## src/rtl/pulse_wave_seq.sv

```systemverilog
// pulse_wave_seq: trapezoidal pulse/rect waveform sequencer driving the
// DAC-fed pulse and rect source stage. Produces one registered level code per
// clock. A run walks DELAY, RISE, HIGH, FALL and LOW, with linear ramps, as a
// single shot or periodically repeating RISE..LOW.
//
// Ports:
//   clk        sole clock, rising edge
//   rst_n      asynchronous reset, active low
//   en         enable; low aborts any run
//   start      single-cycle run request, only honoured in IDLE with en high
//   periodic   1 = repeat RISE..LOW forever, 0 = one shot
//   iv, pv     initial/low and pulse/high level codes (W bits, unsigned)
//   td..tl     delay, rise, high, fall and low lengths in cycles (CW bits)
//   level      current output level code
//   busy       high while not IDLE
//   phase      IDLE=0 DELAY=1 RISE=2 HIGH=3 FALL=4 LOW=5
//   done       one-cycle pulse when a one-shot run completes
module pulse_wave_seq #(
  parameter int W  = 12,
  parameter int CW = 16
) (
  input  logic          clk,
  input  logic          rst_n,
  input  logic          en,
  input  logic          start,
  input  logic          periodic,
  input  logic [W-1:0]  iv,
  input  logic [W-1:0]  pv,
  input  logic [CW-1:0] td,
  input  logic [CW-1:0] tr,
  input  logic [CW-1:0] th,
  input  logic [CW-1:0] tf,
  input  logic [CW-1:0] tl,
  output logic [W-1:0]  level,
  output logic          busy,
  output logic [2:0]    phase,
  output logic          done
);

  typedef enum logic [2:0] {
    S_IDLE  = 3'd0,
    S_DELAY = 3'd1,
    S_RISE  = 3'd2,
    S_HIGH  = 3'd3,
    S_FALL  = 3'd4,
    S_LOW   = 3'd5
  } state_t;

  state_t        state_q, state_d;
  logic [CW-1:0] k_q, k_d;
  logic [W-1:0]  level_q, level_d;
  logic          done_q, done_d;
  logic          latch;

  logic [W-1:0]  iv_q, pv_q;
  logic [CW-1:0] td_q, tr_q, th_q, tf_q, tl_q;
  logic          per_q;

  logic          running;
  logic [W-1:0]  cIv, cPv;
  logic [CW-1:0] cTr, cTf, lenCur;
  logic [4:0]    nzIn, nzQ;
  logic [2:0]    nextIdx;

  // Returns the first phase at or after index 'from' whose length is non-zero.
  // Running off the end of LOW wraps to RISE..LOW when periodic; if nothing
  // non-zero remains the run ends in IDLE, so an all-zero periodic config
  // cannot loop on zero-length phases.
  function automatic state_t pickPhase(input logic [2:0] from,
                                       input logic [4:0] nz,
                                       input logic per);
    state_t res;
    logic   found;
    res   = S_IDLE;
    found = 1'b0;
    for (int i = 1; i <= 5; i++) begin
      if (!found && (i >= int'(from)) && nz[i-1]) begin
        res   = state_t'(i[2:0]);
        found = 1'b1;
      end
    end
    if (!found && per) begin
      for (int i = 2; i <= 5; i++) begin
        if (!found && nz[i-1]) begin
          res   = state_t'(i[2:0]);
          found = 1'b1;
        end
      end
    end
    return res;
  endfunction

  // k-th ramp point from base toward tgt over len cycles, truncated toward
  // zero. Working on the magnitude makes unsigned division truncate toward
  // zero for both ramp directions. The product is W+CW bits wide so it cannot
  // overflow, and the quotient never exceeds the magnitude since k <= len.
  function automatic logic [W-1:0] ramp(input logic [W-1:0]  base,
                                        input logic [W-1:0]  tgt,
                                        input logic [CW-1:0] k,
                                        input logic [CW-1:0] len);
    logic signed [W:0]  diff;
    logic [W-1:0]       mag;
    logic [W+CW-1:0]    prod;
    logic [W+CW-1:0]    den;
    logic [W-1:0]       quo;
    diff = $signed({1'b0, tgt}) - $signed({1'b0, base});
    mag  = diff[W] ? W'(-diff) : W'(diff);
    prod = {{CW{1'b0}}, mag} * {{W{1'b0}}, k};
    den  = (len == '0) ? {{(W+CW-1){1'b0}}, 1'b1} : {{W{1'b0}}, len};
    quo  = W'(prod / den);
    return diff[W] ? (base - quo) : (base + quo);
  endfunction

  // While IDLE the live inputs feed the first-cycle computation, since the
  // config is only latched on the same edge that leaves IDLE.
  always_comb begin
    running = (state_q != S_IDLE);
    cIv     = running ? iv_q : iv;
    cPv     = running ? pv_q : pv;
    cTr     = running ? tr_q : tr;
    cTf     = running ? tf_q : tf;
    nzIn    = {tl != '0, tf != '0, th != '0, tr != '0, td != '0};
    nzQ     = {tl_q != '0, tf_q != '0, th_q != '0, tr_q != '0, td_q != '0};
    nextIdx = 3'(state_q) + 3'd1;
    case (state_q)
      S_DELAY: lenCur = td_q;
      S_RISE:  lenCur = tr_q;
      S_HIGH:  lenCur = th_q;
      S_FALL:  lenCur = tf_q;
      S_LOW:   lenCur = tl_q;
      default: lenCur = '0;
    endcase
  end

  // Next-state, next-count and next-level decode; k counts cycles already
  // spent in the phase, starting at 1 on phase entry.
  always_comb begin
    state_d = state_q;
    k_d     = k_q;
    done_d  = 1'b0;
    latch   = 1'b0;
    level_d = level_q;

    if (!running) begin
      if (en && start) begin
        latch   = 1'b1;
        state_d = pickPhase(3'd1, nzIn, periodic);
        k_d     = (state_d == S_IDLE) ? '0 : {{(CW-1){1'b0}}, 1'b1};
        done_d  = (state_d == S_IDLE);
      end
    end else if (!en) begin
      state_d = S_IDLE;
      k_d     = '0;
    end else if (k_q >= lenCur) begin
      state_d = pickPhase(nextIdx, nzQ, per_q);
      k_d     = (state_d == S_IDLE) ? '0 : {{(CW-1){1'b0}}, 1'b1};
      done_d  = (state_d == S_IDLE);
    end else begin
      k_d = k_q + 1'b1;
    end

    case (state_d)
      S_DELAY, S_LOW: level_d = cIv;
      S_HIGH:         level_d = cPv;
      S_RISE:         level_d = ramp(cIv, cPv, k_d, cTr);
      S_FALL:         level_d = ramp(cPv, cIv, k_d, cTf);
      default: begin
        if (running && !en)
          level_d = iv_q;
        else if (latch)
          level_d = iv;
        else
          level_d = level_q;
      end
    endcase
  end

  always_ff @(posedge clk or negedge rst_n) begin
    if (!rst_n) begin
      state_q <= S_IDLE;
      k_q     <= '0;
      level_q <= '0;
      done_q  <= 1'b0;
      iv_q    <= '0;
      pv_q    <= '0;
      td_q    <= '0;
      tr_q    <= '0;
      th_q    <= '0;
      tf_q    <= '0;
      tl_q    <= '0;
      per_q   <= 1'b0;
    end else begin
      state_q <= state_d;
      k_q     <= k_d;
      level_q <= level_d;
      done_q  <= done_d;
      if (latch) begin
        iv_q  <= iv;
        pv_q  <= pv;
        td_q  <= td;
        tr_q  <= tr;
        th_q  <= th;
        tf_q  <= tf;
        tl_q  <= tl;
        per_q <= periodic;
      end
    end
  end

  assign level = level_q;
  assign phase = 3'(state_q);
  assign busy  = (state_q != S_IDLE);
  assign done  = done_q;

endmodule

```

## config.mk

```make
export PLATFORM = sky130hd
export DESIGN_NAME = pulse_wave_seq
export DESIGN_NICKNAME = d
export VERILOG_FILES = /design/src/rtl/pulse_wave_seq.sv
export SDC_FILE = /design/constraint.sdc
export NUM_CORES = 2
export LEC_CHECK = 0
export CAP_MARGIN = 20
export CORE_MARGIN = 8
export CORE_UTILIZATION = 35
export DETAILED_ROUTE_END_ITERATION = 10
export PLACE_DENSITY_LB_ADDON = 0.08
export SYNTH_ARGS = -nofsm -noshare
export SYNTH_HDL_FRONTEND = slang
export SYNTH_SLANG_ARGS = --single-unit
export TNS_END_PERCENT = 20
```

## constraint.sdc

```tcl
create_clock -name clk -period 103.4 [get_ports clk]
set_clock_uncertainty 0.2 [all_clocks]
set_input_delay 20.68 -clock clk [delete_from_list [all_inputs] [get_ports clk]]
set_output_delay 20.68 -clock clk [all_outputs]
set_load 0.05 [all_outputs]
```

==> results.sh <==
export IMPL_nets=10300
export IMPL_critical_path_most_common_cell="o21a_1"
export IMPL_max_cap_viol_count=0
export IMPL_drc=1
export IMPL_seq_area_frac_synth_pct=5.90
export IMPL_slew_viol_final=0
export IMPL_holdWs_ns=0.277
export IMPL_ys_types=133
export IMPL_setup_viol=0
export IMPL_tns_ns=0
export IMPL_critPathMaxFanout=34
export IMPL_synth_xor_area_share_pct=6.11
export IMPL_finalCriticalPeriod_ns=99.42
export IMPL_fin_area_sq_um=74200
export IMPL_slowest_delay_ns=0.64
export IMPL_synth_top_family_by_area="adder cells"
export IMPL_row_count=149
export IMPL_synth_area_sq_um=58100
export IMPL_slew_headroom_pct=21.7
export IMPL_root_buffer="clkbuf_16"
export IMPL_dp_hpwl_um=195000
export IMPL_place_area_sq_um=70800
export IMPL_cts_sinks=137
export IMPL_synth_top_cells_by_area="ha_1, fa_1, nand2_1"
export IMPL_cp_end_kind="flip-flop"
export IMPL_cp_arrival_ns=99.62
export IMPL_die_height_um=423
export IMPL_fill_cells=16800
export IMPL_fin_crit_sh_pct=96.2
export IMPL_clock_path_buffers=2
export IMPL_wire_per_inst_um=21.0
export IMPL_antenna_found_initial=4
export IMPL_synth_net_count=9095
export IMPL_cts_buffers=17
export IMPL_crit_slowest_cell="or4b_2"
export IMPL_drive_above_1_share_pct=23.2
export IMPL_vias=62700
export IMPL_cp_start_kind="input port"
export IMPL_io_buffers=125
export IMPL_cts_tree="built"
export IMPL_yosys_warnings=0
export IMPL_ant_nets=0
export IMPL_dieArea_sq_um=179000
export IMPL_ioPinCount=126
export IMPL_crit_required_ns=103.59
export IMPL_final_util_pct=45.0
export IMPL_ys_flop_type="dfrtp_1"
export IMPL_synth_cells=7839
export IMPL_synth_compound_area_share_pct=25.4
export IMPL_wl_um=236000
export IMPL_grt_overflow_total=0
export IMPL_hold_class="flip-flop to flip-flop"
export IMPL_clk_pin_slew_ns=0.08
export IMPL_worstMarginPinSlew_ns=1.14
export IMPL_synthSimpleGateAreaFrac_pct=24.2
export IMPL_synth_top_area_share_pct=18.6
export IMPL_synth_seq_cells=137
export IMPL_worstSetupPathType="input port to flip-flop"
export IMPL_globalplace_congestion=0.964
export IMPL_grt_pass1_wl_um=360000
export IMPL_insertion_delay_ns=0.46
export IMPL_max_freq_ghz=0.0101
export IMPL_synth_top_cell_by_area="ha_1"
export IMPL_async_reset_ff_share_pct=100
export IMPL_die_w_um=423
export IMPL_grt_max_degree=83
export IMPL_syn_area_per_cell_sq_um=7.41
export IMPL_synth_edf_count=0
export IMPL_firstDrtPassIters=11
export IMPL_yosys_area_share_adder_pct=28.4
export IMPL_h_tree_depth=4
export IMPL_core_area_sq_um=165000
export IMPL_status="finished, violations left"
export IMPL_grt_pass1_vias=61100
export IMPL_drtIter0Drc=4268
export IMPL_grt_usage_pct=25.1
export IMPL_muxShareOfSynthArea_pct=4.84
export IMPL_viasPerCell=5.57
export IMPL_area_growth_pct=27.7
export IMPL_initial_core_util_pct=35.2
export IMPL_violations="design-rule violations"
export IMPL_hold_viol=0
[cell families after synthesis]
kind of cell	after synthesis
fa+ha+maj	1148
simple gates	3002
flops	137
buf+inv	769
mux	255
compound gates	2123
xor+xnor	405
[placed cells by master (no fill, tap or decap), types with 65 or more instances in the layout]
cell	n
buf_4	1279
nand2_1	1169
ha_1	844
nor2_1	596
inv_1	505
a21oi_1	346
nor3_1	310
o21a_1	300
fa_1	283
o21ai_0	246
xnor2_1	245
a21o_1	188
o31ai_1	167
mux2_2	159
xor2_1	152
nand3_1	147
dfrtp_1	137
clkdlybuf4s50_1	124
nand2b_1	97
and2_1	94
or2_2	80
a21oi_2	76
or3_1	65
[cells in the mapped netlist (all sizes together) (99+ instances only)]
library cell / count
nor3: 328
xnor2: 252
mux2: 167
nand3: 155
clkbuf: 194
fa: 284
inv: 509
nand2b: 99
a21o: 188
nor2: 636
o21a: 305
xor2: 153
nand2: 1177
and2: 103
a21oi: 427
ha: 863
o21ai: 329
dfrtp: 137
o31ai: 183
[state kept, by name, summed over array words and instances, names as in the netlist]
signal / flops
per_q: 1
k_q: 16
th_q: 16
td_q: 16
tl_q: 16
phase: 3
done: 1
tr_q: 16
level: 12
pv_q: 12
iv_q: 12
tf_q: 16
[path summary, 6_finish.rpt]
check,startpoint,to,slack [ns],cells past startpoint
setup / recovery,pv[0],level[11],3.98,401
hold / removal,pv_q[8],pv_q[8],0.28,2
setup reg to reg,phase[1],level[11],22.69,397
hold reg to reg,pv_q[8],pv_q[8],0.28,2
max in group asynchronous,rst_n,pv_q[6],81.43,2
min in group asynchronous,rst_n,td_q[4],20.07,1
[what timing repair did]
action	4_1_cts	5_1_grt
setup endpoints to repair	11	12
gates cloned	1	7
hold buffers	0	0
gates resized for setup	29	492
pin swaps	2	155
setup buffers	3	85
[cell type report]
| type | count | area, sq um | share of cell area (%) |
|---|---|---|---|
| clock buffers | 17 | 425 | 0.573 |
| well taps | 2189 | 2740 | 3.69 |
| repair buffers | 1444 | 11400 | 15.4 |
| clock inverters | 15 | 155 | 0.209 |
| inverters | 515 | 1940 | 2.62 |
| diodes | 1 | 2.50 | 0.00337 |
| multi-input cells | 6934 | 54100 | 72.9 |
| flip-flops and latches | 137 | 3430 | 4.62 |
| repair inverters | 1 | 5.00 | 0.00675 |
[metal layers]
metal  wire length, um  vias up  share of wire [%]  track usage (%)
li1                  -    30800                  -                -
met1            108000    30200                 46             33.6
met2            110000     1384                 47             43.0
met3              7980      326                3.4             1.08
met4             10000        2                4.2             8.83
met5                13        -             0.0055                0
[worst max-delay path: cells and delay by family]
kind | cells | cell delay [ns]
adder cells (fa/ha/maj) | 37 | 11.86
XOR/XNOR | 3 | 0.66
buffers and inverters | 33 | 4.89
AO/OA/AOI/OAI | 221 | 42.38
multiplexers | 8 | 2.25
AND/OR/NAND/NOR | 99 | 16.80
[stage by stage]
step           setup WS (ns)  instances
3_5_place_dp           -2.00      11100
5_1_grt               -0.526      11300
3_3_place_gp           -1.38      11100
4_1_cts               0.0186      11200
2_1_floorplan         0.0168       7839
6_report                3.98      11300
Power is left out: the tool's default activity adds up to more than one toggle a clock period on the data nets, which glitch-free logic cannot reach.
